--- src/rtl/ascii_frame_decoder_if.sv ---
// ascii_frame_decoder_if: received-byte input and decoded channel outputs of the frame decoder
interface ascii_frame_decoder_if #(
    parameter int NUM_CH = 2,
    parameter int OUT_W  = 20
);
    localparam int CW = NUM_CH > 1 ? $clog2(NUM_CH) : 1;
    logic [7:0]              pi_data;
    logic                    pi_sig;
    logic [NUM_CH*OUT_W-1:0] data_dis;
    logic                    dout_valid;
    logic [CW-1:0]           dout_ch;
    logic                    err_pulse;
    logic [2:0]              err_code;
    logic                    busy;
    modport master (
        output pi_data, pi_sig,
        input  data_dis, dout_valid, dout_ch, err_pulse, err_code, busy
    );
    modport slave (
        input  pi_data, pi_sig,
        output data_dis, dout_valid, dout_ch, err_pulse, err_code, busy
    );
endinterface

--- src/rtl/ascii_frame_decoder.sv ---
// ascii_frame_decoder: parses "$<ch><digits>CR" byte frames into per-channel held values
module ascii_frame_decoder #(
    parameter int         NUM_CH      = 2,
    parameter int         MAX_DIGITS  = 5,
    parameter int         OUT_W       = 20,
    parameter logic [7:0] START_CHAR  = 8'h24,
    parameter logic [7:0] TERM_CHAR   = 8'h0D,
    parameter int         TIMEOUT_CYC = 500000
) (
    input logic               clk,
    input logic               rst,
    ascii_frame_decoder_if.slave bus
);
    localparam int CW = NUM_CH > 1 ? $clog2(NUM_CH) : 1;
    localparam int AW = OUT_W + 4;
    localparam logic [AW-1:0] MAXV = {4'b0, {OUT_W{1'b1}}};
    typedef enum logic [1:0] {IDLE, CHAN, DIGITS} state_t;
    state_t                  r_state, w_state_n;
    logic [AW-1:0]           r_acc, w_prod;
    logic [3:0]              r_cnt, w_d;
    logic                    r_ovf, r_valid, r_err, r_busy;
    logic [CW-1:0]           r_ch, r_dout_ch;
    logic [31:0]             r_tmo;
    logic [NUM_CH*OUT_W-1:0] r_data;
    logic [2:0]              r_code, w_code;
    logic                    w_is_dig, w_is_start, w_is_term, w_tmo, w_err, w_upd, w_clr, w_acc;

    assign w_d        = bus.pi_data[3:0];
    assign w_is_dig   = bus.pi_data >= 8'h30 && bus.pi_data <= 8'h39;
    assign w_is_start = bus.pi_data == START_CHAR;
    assign w_is_term  = bus.pi_data == TERM_CHAR;
    // accumulator is 4 bits wider than the output so acc*10+9 never wraps
    assign w_prod     = r_acc * AW'(10) + AW'(w_d);
    assign w_tmo      = TIMEOUT_CYC != 0 && r_state != IDLE && r_tmo == 32'(TIMEOUT_CYC);

    always_comb begin
        w_state_n = r_state;
        w_err     = 1'b0;
        w_code    = 3'd0;
        w_upd     = 1'b0;
        w_clr     = 1'b0;
        w_acc     = 1'b0;
        if (bus.pi_sig) begin
            case (r_state)
                IDLE: w_state_n = w_is_start ? CHAN : IDLE;
                CHAN: begin
                    if (w_is_dig && 32'(w_d) < NUM_CH) begin
                        w_clr     = 1'b1;
                        w_state_n = DIGITS;
                    end else begin
                        w_err     = 1'b1;
                        w_code    = w_is_dig ? 3'd1 : w_is_start ? 3'd7 : 3'd2;
                        w_state_n = w_is_start ? CHAN : IDLE;
                    end
                end
                DIGITS: begin
                    if (w_is_dig && r_cnt != 4'(MAX_DIGITS)) begin
                        w_acc = 1'b1;
                    end else if (w_is_term && r_cnt != 4'd0 && !r_ovf) begin
                        w_upd     = 1'b1;
                        w_state_n = IDLE;
                    end else begin
                        w_err     = 1'b1;
                        w_code    = w_is_dig ? 3'd3 : w_is_term ? (r_cnt == 4'd0 ? 3'd4 : 3'd5) :
                                    w_is_start ? 3'd7 : 3'd2;
                        w_state_n = (!w_is_dig && !w_is_term && w_is_start) ? CHAN : IDLE;
                    end
                end
                default: w_state_n = IDLE;
            endcase
        end else if (w_tmo) begin
            w_err     = 1'b1;
            w_code    = 3'd6;
            w_state_n = IDLE;
        end
    end

    always_ff @(posedge clk) begin
        if (rst) begin
            r_state   <= IDLE;
            r_acc     <= '0;
            r_cnt     <= '0;
            r_ovf     <= 1'b0;
            r_ch      <= '0;
            r_tmo     <= '0;
            r_data    <= '0;
            r_valid   <= 1'b0;
            r_dout_ch <= '0;
            r_err     <= 1'b0;
            r_code    <= '0;
            r_busy    <= 1'b0;
        end else begin
            r_state <= w_state_n;
            r_tmo   <= (bus.pi_sig || r_state == IDLE) ? '0 : r_tmo + 32'd1;
            if (w_clr) begin
                r_ch  <= CW'(w_d);
                r_acc <= '0;
                r_cnt <= '0;
                r_ovf <= 1'b0;
            end
            if (w_acc) begin
                r_acc <= w_prod > MAXV ? MAXV : w_prod;
                r_cnt <= r_cnt + 4'd1;
                r_ovf <= r_ovf | (w_prod > MAXV);
            end
            for (int k = 0; k < NUM_CH; k++)
                if (w_upd && r_ch == CW'(k)) r_data[k*OUT_W +: OUT_W] <= r_acc[OUT_W-1:0];
            if (w_upd) r_dout_ch <= r_ch;
            r_valid <= w_upd;
            r_err   <= w_err;
            if (w_err) r_code <= w_code;
            r_busy  <= w_state_n != IDLE;
        end
    end

    assign bus.data_dis   = r_data;
    assign bus.dout_valid = r_valid;
    assign bus.dout_ch    = r_dout_ch;
    assign bus.err_pulse  = r_err;
    assign bus.err_code   = r_code;
    assign bus.busy       = r_busy;
endmodule

--- src/flat_wrapper.sv ---
// flat-port wrapper written by rule: the top's interface ports become plain ports
module ascii_frame_decoder_flat 
#(
    parameter int         NUM_CH      = 2,
    parameter int         MAX_DIGITS  = 5,
    parameter int         OUT_W       = 20,
    parameter logic [7:0] START_CHAR  = 8'h24,
    parameter logic [7:0] TERM_CHAR   = 8'h0D,
    parameter int         TIMEOUT_CYC = 500000
)
  (clk, rst, bus_pi_data, bus_pi_sig, bus_data_dis, bus_dout_valid, bus_dout_ch, bus_err_pulse, bus_err_code, bus_busy);
  ascii_frame_decoder_if #(.NUM_CH(NUM_CH), .OUT_W(OUT_W)) bus_i ();
  input logic clk;
  input logic rst;
  input wire logic [$bits(bus_i.pi_data)-1:0] bus_pi_data;
  input wire logic [$bits(bus_i.pi_sig)-1:0] bus_pi_sig;
  output wire logic [$bits(bus_i.data_dis)-1:0] bus_data_dis;
  output wire logic [$bits(bus_i.dout_valid)-1:0] bus_dout_valid;
  output wire logic [$bits(bus_i.dout_ch)-1:0] bus_dout_ch;
  output wire logic [$bits(bus_i.err_pulse)-1:0] bus_err_pulse;
  output wire logic [$bits(bus_i.err_code)-1:0] bus_err_code;
  output wire logic [$bits(bus_i.busy)-1:0] bus_busy;
  assign bus_i.pi_data = bus_pi_data;
  assign bus_i.pi_sig = bus_pi_sig;
  assign bus_data_dis = bus_i.data_dis;
  assign bus_dout_valid = bus_i.dout_valid;
  assign bus_dout_ch = bus_i.dout_ch;
  assign bus_err_pulse = bus_i.err_pulse;
  assign bus_err_code = bus_i.err_code;
  assign bus_busy = bus_i.busy;
  ascii_frame_decoder #(.NUM_CH(NUM_CH), .MAX_DIGITS(MAX_DIGITS), .OUT_W(OUT_W), .START_CHAR(START_CHAR), .TERM_CHAR(TERM_CHAR), .TIMEOUT_CYC(TIMEOUT_CYC)) u_core (.clk(clk), .rst(rst), .bus(bus_i));
endmodule
--- config.mk ---
export PLATFORM = sky130hd
export DESIGN_NAME = ascii_frame_decoder_flat
export DESIGN_NICKNAME = d
export VERILOG_FILES = /design/src/rtl/ascii_frame_decoder_if.sv /design/src/rtl/ascii_frame_decoder.sv /design/src/flat_wrapper.sv
export SDC_FILE = /design/constraint.sdc
export NUM_CORES = 1
export LEC_CHECK = 0
export CAP_MARGIN = 10
export CORE_MARGIN = 3
export CORE_UTILIZATION = 58
export DETAILED_ROUTE_END_ITERATION = 6
export PLACE_DENSITY_LB_ADDON = 0.15
export SLEW_MARGIN = 20
export SYNTH_ARGS = -nofsm -noshare
export SYNTH_HDL_FRONTEND = slang
export SYNTH_SLANG_ARGS = --single-unit
--- constraint.sdc ---
create_clock -name clk -period 5.4 [get_ports clk]
set_clock_uncertainty 0.2 [all_clocks]
set_input_delay 0.81 -clock clk [delete_from_list [all_inputs] [get_ports clk]]
set_output_delay 0.81 -clock clk [all_outputs]
set_load 0.005 [all_outputs]
## After elaboration in Yosys (flattened, before gate mapping)

Cells that the tools add are included.

- Register bits after elaboration: 111
- Input bits: 11
- Output and inout port bits: 47
- Logic and storage cells: 92

- Add/sub/neg operators: 3
- $mul: 1
- Order comparisons: 4
- Eq/ne operators: 6
- Muxes and demuxes: 42
- Bitwise logic cells: 2
- Reduce and logical (&&, ||, !) cells: 21

Operators with widths:

| kind | count |
|---|---|
| $mux W24 | 3 |
| $add A32 B1 Y32 const B | 1 |
| $eq A32 B19 Y1 const B | 1 |
| $mux W3 | 9 |
| $add A24 B4 Y24 | 1 |
| $gt A24 B20 Y1 const B | 1 |
| $mul A24 B3 Y23 const B | 1 |
| $mux W1 | 20 |
| $logic_and A1 B1 Y1 | 10 |
| $mux W2 | 5 |
| $eq A8 B4 Y1 const B | 1 |
| $eq A8 B6 Y1 const B | 1 |
| $ge A8 B6 Y1 const B | 1 |
| $le A8 B6 Y1 const B | 1 |
| $mux W4 | 2 |
| $pmux W2 S3 | 1 |
| $pmux W3 S2 | 1 |
| $reduce_bool A2 Y1 | 3 |
| $add A4 B1 Y4 const B | 1 |
| $logic_not A4 Y1 | 1 |
| $lt A4 B2 Y1 const B | 1 |
| $ne A4 B3 Y1 const B | 1 |
| $reduce_bool A4 Y1 | 1 |
| $logic_not A1 Y1 | 3 |
| other kinds (8) | 8 |

## Depth between registers and ports, before layout

Gate-level depths: netlist (run 1).

- Depth after elaboration: 11
- Mapped depth: 13

## Worst setup path before layout (run 1)

OpenSTA, ideal clock, no wires.

- Path kind: register to register
- From: register u_core.r_acc[1]
- To: register u_core.r_acc[10]
- Library setup time: 0.142 ns
- Arrival: 3.765 ns
- Setup slack: 1.293 ns
- Stages on the path, launching flop included: 14
- Buffers on the path: 1
- Cell sequence: dfxtp_1 > ha_1 > ha_1 > fa_1 > a211oi_2 > o21ai_2 > a21oi_1 > xnor2_2 > nand4_1 > or3_4 > or4_4 > a21oi_4 > buf_6 > a311oi_1

- Longest elaborated chain between the ends: 5

RTL lines:

| what | RTL line | RTL |
|---|---|---|
| start, declared | ascii_frame_decoder.sv:19 | `logic [AW-1:0] r_acc, w_prod;` |
| start signal, assigned | ascii_frame_decoder.sv:102 | `r_acc <= w_prod > MAXV ? MAXV : w_prod;` |
| $mul A24 B3 Y23 * | ascii_frame_decoder.sv:33 | `assign w_prod = r_acc * AW'(10) + AW'(w_d);` |
| $add A24 B4 Y24 * | ascii_frame_decoder.sv:33 |  |
| $gt A24 B20 Y1 | ascii_frame_decoder.sv:102 |  |
| $mux W24 * | ascii_frame_decoder.sv:102 |  |
| $mux W24 * | ascii_frame_decoder.sv:101 | `if (w_acc) begin` |

Every way passes the cells marked *; elsewhere a longest branch is shown, timed or not.
A chain may end at the register's enable or synchronous reset.

## Worst setup path in the final report (run 1)

- From: register u_core.r_acc[1]
- To: register u_core.r_acc[6]

Same word-level chain as after synthesis.

==> out/qor.csv, run 1 <==
stage,metric,value,unit
detailed_routing,1st-iter DRT viols,434,
floorplan,die span in x,111,um
pwr,Sw Share,21.3,%
worst_setup_path,launch point of the worst path,u_core.r_acc[1],
min_path,HP Start,u_core.bus.data_dis[30],
worst_setup_path,crit path max-delay cell type,o21ai_0,
global_route,GRT Util Overall,26.2,%
floorplan,die height,111,um
worst_setup_path,largest stage delay on the critical path,0.65,ns
min_path,Hold Path Class,flop to flop,
clock_network,latest clock arrival within the worst-skew pair,0.37,ns
sta,Final Hold Vio Count,0,
finish,diode count,0,
finish,Area Growth Syn to Fin,13.6,%
min_path,Worst Hold Path Cells,2,
run,# Max-Cap Violations,0,
synth,Synth Flop Type,dfxtp_1,
worst_setup_path,"CP delay by family, top",compound AO/OA/AOI/OAI gates,
detailed_routing,Pre-antenna DRT Iters,5,
synth,Synthesized Nets,854,
worst_setup_path,"Req. time, crit path",5.41,ns
clock_network,Post-CTS Hold Fix Bufs,0,
clock_network,clock buffer depth,2,
worst_setup_path,CP Capture Type,flop,
synth,Synth Warn #,0,
sta,"Slew Viols, Final",0,
pwr,sequential share of power,56.1,%
global_route,M2 GR Usage,46.4,%
clock_network,Post-CTS Setup Inserts,0,
synth,Syn Inst Count,790,
synth,mapped cell area,6420,um^2
place,hpwl dp,12.4,mm
place,GP Congestion,0.922,
detailed_routing,post-DR wirelength/cell,16.9,um
worst_setup_path,critical path depth in cells,12,
detailed_routing,vias per cell,6.04,
pwr,P_leak,2.69,nW
detailed_routing,DRC errors left,0,
clock_network,TritonCTS clock tree,built,
finish,share of cells above drive strength 1,4.57,%
sta,period utilization,87.7,%
finish,Fillers,869,
sta,setup TNS,0,ns
global_route,met1 Usage GRT,33.6,%
sta,Hold Slack,0.260,ns
floorplan,Die Area,12400,um^2
sta,f_max,211,MHz
synth,Synth cell types,67,
sta,slew margin rel.,31.9,%
worst_setup_path,depth of the most critical reg-to-reg path,12,
global_route,number of global-route vias before repair,5788,
clock_network,Clock Sink Count,110,
place,Placement Setup Slack,0.798,ns
global_route,first-pass GRT wire length,27.4,mm
worst_setup_path,crit-path cells,"ha_1, ha_1, fa_1, a21o_1, mux2i_1, a2111oi_0, and4bb_2, o2111ai_1, nor4b_2, mux2i_1, o21ai_0, a311oi_1",
global_route,GR Util met3,3.00,%
floorplan,row cnt,37,
detailed_routing,Antenna Nets Post-Route,0,
global_route,largest net degree at the start of global routing,78,
finish,"commonest non-fill, non-tap cell in the layout",nand2_1,
floorplan,Starting Density,60.9,%
finish,Total Nets Final,890,
global_route,grt peak-use layer,met2,
sta,min setup slack post-route,0.663,ns
pwr,total power,1.44,mW
worst_setup_path,Worst setup SP type,flop,
sta,RSZ-0062 raised after global routing,no,
worst_setup_path,CP Class,flop to flop,
detailed_routing,Vias,5840,
floorplan,CORE AREA,10600,um^2
sta,Slew @ Worst Pin,1.02,ns
clock_network,Worst-path clk slew,0.10,ns
clock_network,htree depth,3,
sta,Final Setup Violations,0,
synth,#FFs+latches synth,110,
detailed_routing,WL final,16.4,mm
pwr,internal cell power,1.14,mW
clock_network,clock root buffer,clkbuf_8,
synth,Post-synth ARST share,0,%
clock_network,TritonCTS Buffers,9,
pwr,Psw,0.308,mW
synth,Post-synth EDFFs,0,
finish,most frequent cells in the layout,"126 x nand2_1, 110 x dfxtp_1, 92 x a21oi_1",
pwr,worst vdd ir,0.000175,V
floorplan,I/O Pins,58,
worst_setup_path,RR Startpoint,u_core.r_acc[1],
sta,Final min period,4.74,ns
pwr,Clk pwr share,42.0,%
synth,register area share after synthesis,34.3,%
pwr,Comb pwr share,1.8,%
clock_network,CTS resizes,0,
run_status,status,"finished, final reports clean",
synth,Syn Area/Cell,8.13,um^2
worst_setup_path,WP buf/inv,0,
pwr,pwr dens,198,nW/um^2
place,Port-buffer cells,57,
global_route,global route overflow,0,
worst_setup_path,CP Max Fanout,6,
global_route,initial antenna violation count,0,
worst_setup_path,critical path arrival,4.75,ns
## metal layers
layer / part of all wire (%) / wire length (um)
met1: 45 / 7390
met2: 50 / 8110
met3: 3.6 / 592
met4: 1.7 / 276
met5: 0 / 0
## per-stage QoR
stage                     util [%]  instances  instance area, um^2
after floorplan                  -        790                 6420
after global placement        66.7        951                 7040
after detailed placement      66.7        951                 7040
after CTS                     69.1        967                 7300
after global routing          69.1        967                 7300
final                         69.1        967                 7300
## final timing paths
check,slack [ns],to
worst min-delay path,0.26,u_core.bus.data_dis[30]
worst min register to register,0.26,u_core.bus.data_dis[30]
worst max-delay path,0.66,u_core.r_acc[6]
worst max register to register,0.66,u_core.r_acc[6]
## flip-flops by register name (all words and copies together), names as in the netlist
name / flops
u_core.bus.data_dis: 40
u_core.r_tmo: 32
u_core.r_acc: 23
u_core.r_cnt: 4
u_core.bus.err_code: 3
u_core.r_state: 2
u_core.bus.busy: 1
u_core.bus.dout_ch: 1
u_core.bus.dout_valid: 1
u_core.bus.err_pulse: 1
u_core.r_ch: 1
u_core.r_ovf: 1
## cells in the mapped netlist (all sizes together), types with 3 or more instances
cell type | number | area [um^2]
a211oi | 11 | 92.6
a21o | 10 | 75.1
a21oi | 94 | 485
a311oi | 17 | 149
and2 | 9 | 56.3
and3 | 12 | 75.1
and4 | 5 | 43.8
buf | 7 | 41.3
clkbuf | 30 | 113
dfxtp | 110 | 2200
ha | 51 | 638
inv | 14 | 52.6
mux2i | 6 | 60.1
nand2 | 126 | 473
nand2b | 4 | 25.0
nand3 | 27 | 135
nand3b | 6 | 45.0
nand4 | 13 | 81.3
nor2 | 70 | 263
nor2b | 10 | 62.6
nor3 | 9 | 55.1
nor4 | 6 | 37.5
nor4b | 5 | 50.0
o211ai | 5 | 37.5
o21a | 3 | 22.5
o21ai | 22 | 114
o22ai | 3 | 18.8
or2 | 3 | 18.8
or3 | 11 | 73.8
xnor2 | 24 | 218
xor2 | 34 | 298
## layout make-up
cell class              instances  area (um^2)  area share [%]
clock buffers                   9          124            1.70
clock inverters                 7          129            1.77
inverters                      14         52.6           0.720
multi-input cells             629         4020            55.0
flip-flops and latches        110         2200            30.2
well taps                     136          170            2.33
repair buffers                 62          603            8.27
## logic make-up after synthesis
kind of cell,after synthesis,share of synthesized area (%)
and+or+nand+nor,324,24.4
AOI/OAI and AO/OA,187,18.4
DFF,110,34.3
xor gates and xnor gates,58,8.03
adders and majority gates,53,10.6
buffers and inverters,51,3.21
muxes,7,1.11
## power by group through the flow
stage	clock network [mW]	logic (mW)	registers [mW]
after floorplan	0	0.0120	0.829
after global placement	0	0.0253	0.829
after detailed placement	0	0.0259	0.829
after CTS	0.614	0.0260	0.811
after global routing	0.650	0.0284	0.811
final	0.607	0.0264	0.811
## worst register-to-register path, stage by stage (launching register included)
cell       delay, ns
dfxtp_1         0.46
ha_1            0.27
ha_1            0.25
fa_1            0.46
a21o_1          0.23
mux2i_1         0.12
a2111oi_0       0.61
and4bb_2        0.36
o2111ai_1       0.15
nor4b_2         0.47
mux2i_1         0.15
o21ai_0         0.65
a311oi_1        0.21
Note: power is estimated with default switching activity, not from simulation.
==> run 2: changes to the inputs <==
REMOVE_ABC_BUFFERS = 1   (was not set)
==> run 2 against run 1 <==
  * Total power fell by 6.6%
  * Sequential share of layout area rose by 0.21 points
  * Highest routed layer unchanged
  * Global-route usage fell by 0.88 points
==> out/qor.csv, run 2 (synthesis results as in run 1) <==
stage,metric,value,unit,change
run_status,status,"finished, final reports clean",,
detailed_routing,post-DR wirelength/cell,16.1,um,-4.7%
global_route,global route overflow,0,,unchanged
worst_setup_path,CP Class,flop to flop,,
sta,slew margin rel.,47.8,%,+16 points
finish,Area Growth Syn to Fin,12.8,%,
clock_network,clock buffer depth,2,,unchanged
sta,period utilization,85.4,%,-2.3 points
finish,max FFs per register,40,,unchanged
finish,share of cells above drive strength 1,4.45,%,-0.12 points
sta,Final min period,4.61,ns,-0.125 ns
clock_network,htree depth,3,,unchanged
pwr,P_leak,2.67,nW,-0.89%
floorplan,I/O Pins,58,,unchanged
floorplan,die span in x,111,um,unchanged
place,hpwl dp,11.7,mm,-5.7%
min_path,Hold Path Class,flop to flop,,
pwr,Comb pwr share,1.9,%,about the same
worst_setup_path,critical path arrival,4.69,ns,-0.06 ns
run,# Max-Cap Violations,0,,unchanged
floorplan,Starting Density,60.9,%,unchanged
global_route,number of global-route vias before repair,5548,,-4.1%
finish,Total Nets Final,890,,unchanged
clock_network,Post-CTS Hold Fix Bufs,0,,unchanged
pwr,Psw,0.289,mW,-6.1%
detailed_routing,1st-iter DRT viols,424,,-2.3%
detailed_routing,Vias,5787,,-0.91%
clock_network,Clock Sink Count,110,,unchanged
pwr,sequential share of power,60.1,%,+4.0 points
finish,diode count,0,,unchanged
detailed_routing,Antenna Nets Post-Route,0,,unchanged
clock_network,clock root buffer,clkbuf_8,,
floorplan,die height,111,um,unchanged
worst_setup_path,CP Max Fanout,16,,+10
pwr,pwr dens,186,nW/um^2,-6.0%
detailed_routing,WL final,15.6,mm,-4.7%
finish,most frequent cells in the layout,"126 x nand2_1, 110 x dfxtp_1, 92 x a21oi_1",,
detailed_routing,DRC errors left,0,,unchanged
pwr,Sw Share,21.4,%,+0.11 points
clock_network,Worst-path clk slew,0.10,ns,about the same
global_route,initial antenna violation count,0,,unchanged
pwr,internal cell power,1.06,mW,-6.7%
clock_network,CTS resizes,0,,unchanged
global_route,largest net degree at the start of global routing,41,,-47%
worst_setup_path,CP Capture Type,flop,,
pwr,total power,1.35,mW,-6.6%
place,Port-buffer cells,57,,unchanged
sta,setup TNS,0,ns,unchanged
detailed_routing,vias per cell,5.98,,-0.91%
finish,"commonest non-fill, non-tap cell in the layout",nand2_1,,
clock_network,TritonCTS clock tree,built,,
worst_setup_path,"Req. time, crit path",5.48,ns,+0.07 ns
worst_setup_path,Worst setup SP type,flop,,
sta,Slew @ Worst Pin,0.781,ns,-0.241 ns
floorplan,row cnt,37,,unchanged
floorplan,Die Area,12400,um^2,unchanged
clock_network,Post-CTS Setup Inserts,0,,unchanged
clock_network,TritonCTS Buffers,9,,unchanged
floorplan,CORE AREA,10600,um^2,unchanged
sta,Final Setup Violations,0,,unchanged
sta,RSZ-0062 raised after global routing,no,,
detailed_routing,Pre-antenna DRT Iters,5,,unchanged
global_route,first-pass GRT wire length,26.4,mm,-3.6%
sta,Final Hold Vio Count,0,,unchanged
clock_network,latest clock arrival within the worst-skew pair,0.38,ns,about the same
place,GP Congestion,0.896,,-2.8%
sta,"Slew Viols, Final",0,,unchanged
pwr,worst vdd ir,0.000155,V,-12%
sta,f_max,217,MHz,+2.7%
pwr,Clk pwr share,38.0,%,-4.0 points
global_route,GRT Util Overall,25.4,%,-0.88 points
finish,Fillers,907,,+4.4%
==> run 2: critical path: stages (launching register included) <==
cell and delay (ns):
dfxtp_1 0.46, ha_1 0.27, ha_1 0.25, fa_1 0.44, a21o_1 0.23, mux2i_1 0.12
a2111oi_0 0.49, and4bb_2 0.35, o2111ai_1 0.14, nor4b_2 0.44, a211o_1 0.19, nand3_1 0.50
a311oi_1 0.43
==> run 2: power groups by stage <==
stage	registers, mW	logic (mW)	clock network [mW]
final	0.810	0.0259	0.512
after global routing	0.811	0.0280	0.551
after CTS	0.811	0.0259	0.525
after detailed placement	0.829	0.0258	0
after global placement	0.829	0.0250	0
after floorplan	0.829	0.00489	0
==> run 2: final cells by class <==
| type | instances | area [um^2] | area share [%] |
|---|---|---|---|
| clock buffer | 13 | 159 | 2.19 |
| clock inverter | 3 | 42.5 | 0.587 |
| sequential | 110 | 2200 | 30.4 |
| multi-input combinational | 629 | 4020 | 55.4 |
| tap | 136 | 170 | 2.35 |
| inverter | 14 | 52.6 | 0.725 |
| timing repair buffer | 62 | 603 | 8.32 |
==> run 2: final timing paths <==
check        slack (ns)                       to                     from  cells after the start
max                0.79         u_core.r_acc[10]          u_core.r_acc[1]                     12
min                0.26  u_core.bus.data_dis[34]  u_core.bus.data_dis[34]                      2
max reg2reg        0.79         u_core.r_acc[10]          u_core.r_acc[1]                     12
min reg2reg        0.26  u_core.bus.data_dis[34]  u_core.bus.data_dis[34]                      2
==> run 2: per-layer routing <==
layer	up-vias	global-route usage, %	wire (um)
li1	2876	-	-
met1	2732	32.8	6940
met2	146	41.7	7490
met3	33	3.06	631
met4	0	12.8	529
met5	-	0	0
==> run 2: metrics by stage <==
step           area [um^2]  instances  hold slack (ns)  utilization [%]  setup slack [ns]
2_1_floorplan         6270        753            0.230                -              1.29
3_3_place_gp          7040        951            0.241             66.7             0.959
3_5_place_dp          7040        951            0.246             66.7             0.831
4_1_cts               7240        967            0.260             68.6             0.805
5_1_grt               7250        967            0.282             68.6             0.392
6_report              7250        967            0.258             68.6             0.788
